===== src/rtl/frame_stage_sequencer.sv =====
// Multi-cycle fetch/decode/setup/execute/memory/writeback sequencer with memory
// handshake, timeout fault, halt and retired-instruction count. Optional macro: SEQ_SKIP_MEMREAD_EN.
module frame_stage_sequencer #(
  parameter int unsigned MEM_TIMEOUT = 64,
  parameter int unsigned COUNT_WIDTH = 32
) (
  input  logic                   clk,
  input  logic                   reset,
  input  logic                   halt,
  input  logic                   instr_is_load,
  input  logic                   instr_is_store,
  input  logic                   mem_ready,
  output logic [2:0]             state,
  output logic                   mem_req,
  output logic                   mem_rd,
  output logic                   mem_wr,
  output logic                   cir_we,
  output logic                   decode_we,
  output logic                   operand_we,
  output logic                   result_we,
  output logic                   pc_we,
  output logic                   busy,
  output logic                   fault,
  output logic [COUNT_WIDTH-1:0] instr_count
);

  localparam int unsigned WCW = (MEM_TIMEOUT > 1) ? $clog2(MEM_TIMEOUT + 1) : 1;

  typedef enum logic [2:0] {
    FETCH_REQ  = 3'd0,
    FETCH_RECV = 3'd1,
    DECODE     = 3'd2,
    SETUP      = 3'd3,
    EXECUTE    = 3'd4,
    MEMREAD    = 3'd5,
    WRITEBACK  = 3'd6,
    HALTED     = 3'd7
  } state_e;

  state_e                 state_q, state_d;
  logic                   fault_q, fault_d;
  logic [WCW-1:0]         wait_q, wait_d;
  logic [COUNT_WIDTH-1:0] count_q, count_d;

  logic is_mem, is_store, is_load, in_wait, timeout_hit;

  // Both flags set is treated as a store.
  assign is_mem   = instr_is_load | instr_is_store;
  assign is_store = instr_is_store;
  assign is_load  = instr_is_load & ~instr_is_store;
  assign in_wait  = (state_q == FETCH_RECV) || ((state_q == MEMREAD) && is_mem);
  assign timeout_hit = (MEM_TIMEOUT != 0) && in_wait && !mem_ready &&
                       (wait_q == WCW'(MEM_TIMEOUT));

  always_ff @(posedge clk) begin
    if (reset) begin
      state_q <= FETCH_REQ;
      fault_q <= 1'b0;
      wait_q  <= '0;
      count_q <= '0;
    end else begin
      state_q <= state_d;
      fault_q <= fault_d;
      wait_q  <= wait_d;
      count_q <= count_d;
    end
  end

  always_comb begin
    state_d = state_q;
    fault_d = fault_q;
    wait_d  = '0;
    count_d = count_q;
    if (fault_q) begin
      wait_d = wait_q;
    end else if (timeout_hit) begin
      fault_d = 1'b1;
      wait_d  = wait_q;
    end else begin
      // Counter is zero on the first cycle of every wait state since it clears elsewhere.
      if (in_wait && !mem_ready) wait_d = wait_q + 1'b1;
      unique case (state_q)
        FETCH_REQ:  state_d = FETCH_RECV;
        FETCH_RECV: if (mem_ready) state_d = DECODE;
        DECODE:     state_d = SETUP;
        SETUP:      state_d = EXECUTE;
        EXECUTE: begin
`ifdef SEQ_SKIP_MEMREAD_EN
          state_d = is_mem ? MEMREAD : WRITEBACK;
`else
          state_d = MEMREAD;
`endif
        end
        MEMREAD:    if (!is_mem || mem_ready) state_d = WRITEBACK;
        WRITEBACK: begin
          count_d = count_q + 1'b1;
          state_d = halt ? HALTED : FETCH_REQ;
        end
        HALTED:     if (!halt) state_d = FETCH_REQ;
        default:    state_d = FETCH_REQ;
      endcase
    end
  end

  always_comb begin
    mem_req    = 1'b0;
    mem_rd     = 1'b0;
    mem_wr     = 1'b0;
    cir_we     = 1'b0;
    decode_we  = 1'b0;
    operand_we = 1'b0;
    result_we  = 1'b0;
    pc_we      = 1'b0;
    busy       = 1'b0;
    if (!reset && !fault_q) begin
      busy = (state_q != HALTED);
      unique case (state_q)
        FETCH_REQ: begin
          mem_req = 1'b1;
          mem_rd  = 1'b1;
        end
        FETCH_RECV: begin
          mem_req = 1'b1;
          mem_rd  = 1'b1;
          cir_we  = mem_ready;
        end
        DECODE:  decode_we  = 1'b1;
        SETUP:   operand_we = 1'b1;
        EXECUTE: begin
          result_we = 1'b1;
          pc_we     = 1'b1;
        end
        MEMREAD: if (is_mem) begin
          mem_req   = 1'b1;
          mem_rd    = is_load;
          mem_wr    = is_store;
          result_we = is_load & mem_ready;
        end
        default: ;
      endcase
    end
  end

  assign state       = state_q;
  assign fault       = fault_q & ~reset;
  assign instr_count = reset ? '0 : count_q;

endmodule

===== config.mk =====
export PLATFORM = sky130hd
export DESIGN_NAME = frame_stage_sequencer
export DESIGN_NICKNAME = d
export VERILOG_FILES = /design/src/rtl/frame_stage_sequencer.sv
export SDC_FILE = /design/constraint.sdc
export NUM_CORES = 1
export LEC_CHECK = 0
export ABC_AREA = 1
export BUFFER_PORTS_ARGS = -buffer_cell sky130_fd_sc_hd__buf_2
export CORE_MARGIN = 5
export CORE_UTILIZATION = 60
export DETAILED_ROUTE_END_ITERATION = 10
export GPL_ROUTABILITY_DRIVEN = 0
export PLACE_DENSITY = 0.81
export SYNTH_ARGS = -nofsm -noshare
export SYNTH_HDL_FRONTEND = slang
export SYNTH_SLANG_ARGS = --single-unit

===== constraint.sdc =====
create_clock -name clk -period 3.57 [get_ports clk]
set_clock_uncertainty 0.2 [all_clocks]
set_input_delay 0.714 -clock clk [delete_from_list [all_inputs] [get_ports clk]]
set_output_delay 0.714 -clock clk [all_outputs]
set_load 0.02 [all_outputs]

==> results.py <==
metrics = {
    "clock_network": {
        "cts_made_buffers": 5,
        "clk_latency_ns": 0.30,
        "root_buffer": "clkbuf_8",
        "clk_pin_slew_ns": 0.08,
        "cts_sinks": 43,
        "cts_tree": "built",
        "cts.htree.levels": 2,
        "cts_buffer_depth": 2,
        "cts_resized": 0,
        "post_cts_buffers": 0,
        "hold_buffers": 0,
    },
    "synth": {
        "synth_edf_count": 0,
        "synth.most_common_cell": "nand2_1",
        "synth.mux.area_fraction": 0,
        "netlist_top_cells_count": "168 x nand2_1, 98 x nor2_1, 58 x inv_1",
        "yosys.area.top_type": "dfxtp_1",
        "ys_types": 26,
        "yosysTopAreaCellShare": 0.2810,
        "ys_seq_elements": 43,
        "syn_nets": 528,
        "syn-cell-area_sq_um": 3063,
        "synth-simple-area-share": 0.4612,
        "synth_ff_type": "dfxtp_1",
        "synthXorXnorAreaFrac": 0.04003,
        "synth_top_family_by_area": "simple AND/OR/NAND/NOR gates",
        "synth_compound_area_frac": 0.09069,
        "synth_cells": 519,
        "synthAdderAreaFrac": 0.01225,
        "yosysSeqAreaShare": 0.2810,
        "yosysWarningCount": 0,
        "synth_area_leaders": "dfxtp_1 28%, nand2_1 21%, nor2_1 12%",
        "async_flop_share": 0,
        "avgSynthCellArea_sq_um": 5.902,
    },
    "floorplan": {
        "pin_count": 51,
        "rows": 26,
        "die_w_microns": 81.45,
        "start_util": 0.6074,
        "core_area_sq_um": 5042,
        "die_h_microns": 81.45,
        "fp.dieArea_sq_um": 6634,
    },
    "job": {
        "maxCapViolations": 0,
    },
    "routing": {
        "drt-total-wl_microns": 7394,
        "dr.pass1.iters": 5,
        "wl_per_cell_microns": 11.70,
        "num_vias": 3211,
        "vias_per_cell": 5.081,
        "drt_iter0_drc": 202,
        "drc": 0,
        "ant_nets": 0,
    },
    "worst_setup_path": {
        "critPathMaxFanout": 5,
        "crit_type": "reg2out",
        "worst_ep_arrival_time_ns": 1.63,
        "worstPathRequired_ns": 2.66,
        "worstSetupStartpointType": "flip-flop",
        "end_kind": "primary output",
    },
    "global_route": {
        "overflow": 0,
        "grt.total_usage": 0.2388,
        "antenna_found_initial": 0,
        "grt_pass1_wl_microns": 12810,
        "grt_max_degree": 64,
        "grt_pass1_vias": 2968,
    },
    "sta": {
        "layout_min_cycle_time_ns": 2.547,
        "fmax_ghz": 0.3926,
        "slew_violations": 0,
        "setup_tns_ns": 0,
        "post-route-period-util": 0.7134,
        "hold_viol": 0,
        "maxSlewHeadroom": 0.4343,
        "whs_ns": 0.2851,
        "finalSetupViolations": 0,
        "rsz0062_at_grt": "false",
        "worst_pin_slew_ns": 0.8464,
    },
    "power_and_ir_drop": {
        "seqPwrFrac": 0.438,
        "p_switching_mw": 0.4013,
        "total_power_mw": 1.210,
        "p_leak_nw": 1.409,
        "irDropWorstVdd_mv": 0.3270,
        "power.share.clock": 0.330,
        "intPower_mw": 0.8084,
        "p_per_area_nw_per_um2": 355.0,
        "power_frac_comb": 0.232,
        "switching_share": 0.3317,
    },
    "place": {
        "placed_area_sq_um": 3289,
        "portBuffers": 50,
        "hpwl_microns": 5468,
    },
    "hold_path": {
        "min_path_type": "reg2reg",
    },
    "finish": {
        "final_core_util": 0.6757,
        "nNetsFinal": 570,
        "areaGrowthSynthToFinish_pct": 11.23,
        "layout-drive-gt1-share": 0.1655,
        "fin_area_sq_um": 3407,
        "antenna-diode-count": 0,
    },
    "run_status": {
        "outcome": "complete, no violations",
    },
}
==> per-layer routing <==
layer,wire [microns],vias up,part of all wire,track usage
met3,410,23,0.055,0.03838
met2,3558,98,0.48,0.4080
met1,3220,1413,0.44,0.3024
met5,0,-,0,0
met4,205,0,0.028,0.08615
li1,-,1677,-,-
==> power by group through the flow <==
| stage | clock [mW] | sequential (mW) | combinational [mW] |
|---|---|---|---|
| 3_5_place_dp | 0 | 0.540 | 0.280 |
| 4_1_cts | 0.409 | 0.529 | 0.281 |
| 2_1_floorplan | 0 | 0.546 | 0.216 |
| 6_report | 0.399 | 0.530 | 0.281 |
| 5_1_grt | 0.429 | 0.535 | 0.311 |
| 3_3_place_gp | 0 | 0.539 | 0.278 |
==> metrics by stage <==
stage               worst slack [ns]  cells
floorplan                     0.8108    519
global placement               1.070    624
detailed placement             1.042    624
CTS                            1.008    632
global route                  0.8560    632
finish                         1.023    632
==> worst max-delay path, stage by stage (launching register included) <==
cell and delay, ns:
dfxtp_1 0.40, inv_2 0.08, nor2_2 0.15, inv_1 0.11, nor2_1 0.14, nand3_1 0.09, inv_1 0.09, a21oi_1 0.04
nor2_1 0.08, buf_2 0.17
==> flip-flops by register name, summed over array words and instances, names as in the netlist <==
register  flops
count_q      32
wait_q        7
fault_q       1
state         3
==> cells in the final DEF, fill, tap and decap left out, drive strengths merged <==
master  netlist  final
o21ai        11     11
nand2       178    178
dfxtp        43     43
nor2        114    114
clkinv        0      1
nand4         3      3
buf          14     51
ha            3      3
inv          62     62
clkbuf        2      6
nor4          2      2
a31o          1      1
bufinv        0      1
a21oi        39     39
nor3          3      3
a21boi        1      1
nand3        29     29
xor2         14     14
==> cell families after synthesis <==
kind of cell,after synthesis
XOR/XNOR,14
adder cells (fa/ha/maj),3
buffers and inverters,78
AO/OA/AOI/OAI,52
AND/OR/NAND/NOR,329
flip-flops,43
==> path summary, 6_finish.rpt <==
kind         slack [ns]  cells past startpoint                        to                    from
max reg2reg        1.33                     10  count_q[17]$_SDFFE_PP0P_  wait_q[0]$_SDFFE_PP0P_
max                1.02                      9                    mem_rd   state[0]$_SDFFE_PP0P_
min reg2reg        0.29                      2    wait_q[0]$_SDFFE_PP0P_  wait_q[0]$_SDFFE_PP0P_
min                0.29                      2    wait_q[0]$_SDFFE_PP0P_  wait_q[0]$_SDFFE_PP0P_
==> layout make-up <==
cell class,instances,area [sq um]
clock buffer,6,82.58
tap,70,87.58
fill,472,1635
sequential,43,860.8
clock inverter,2,35.03
timing repair buffer,51,257.7
inverter,62,232.7
multi-input combinational,398,1851
Power figures use the tool's default switching activity.
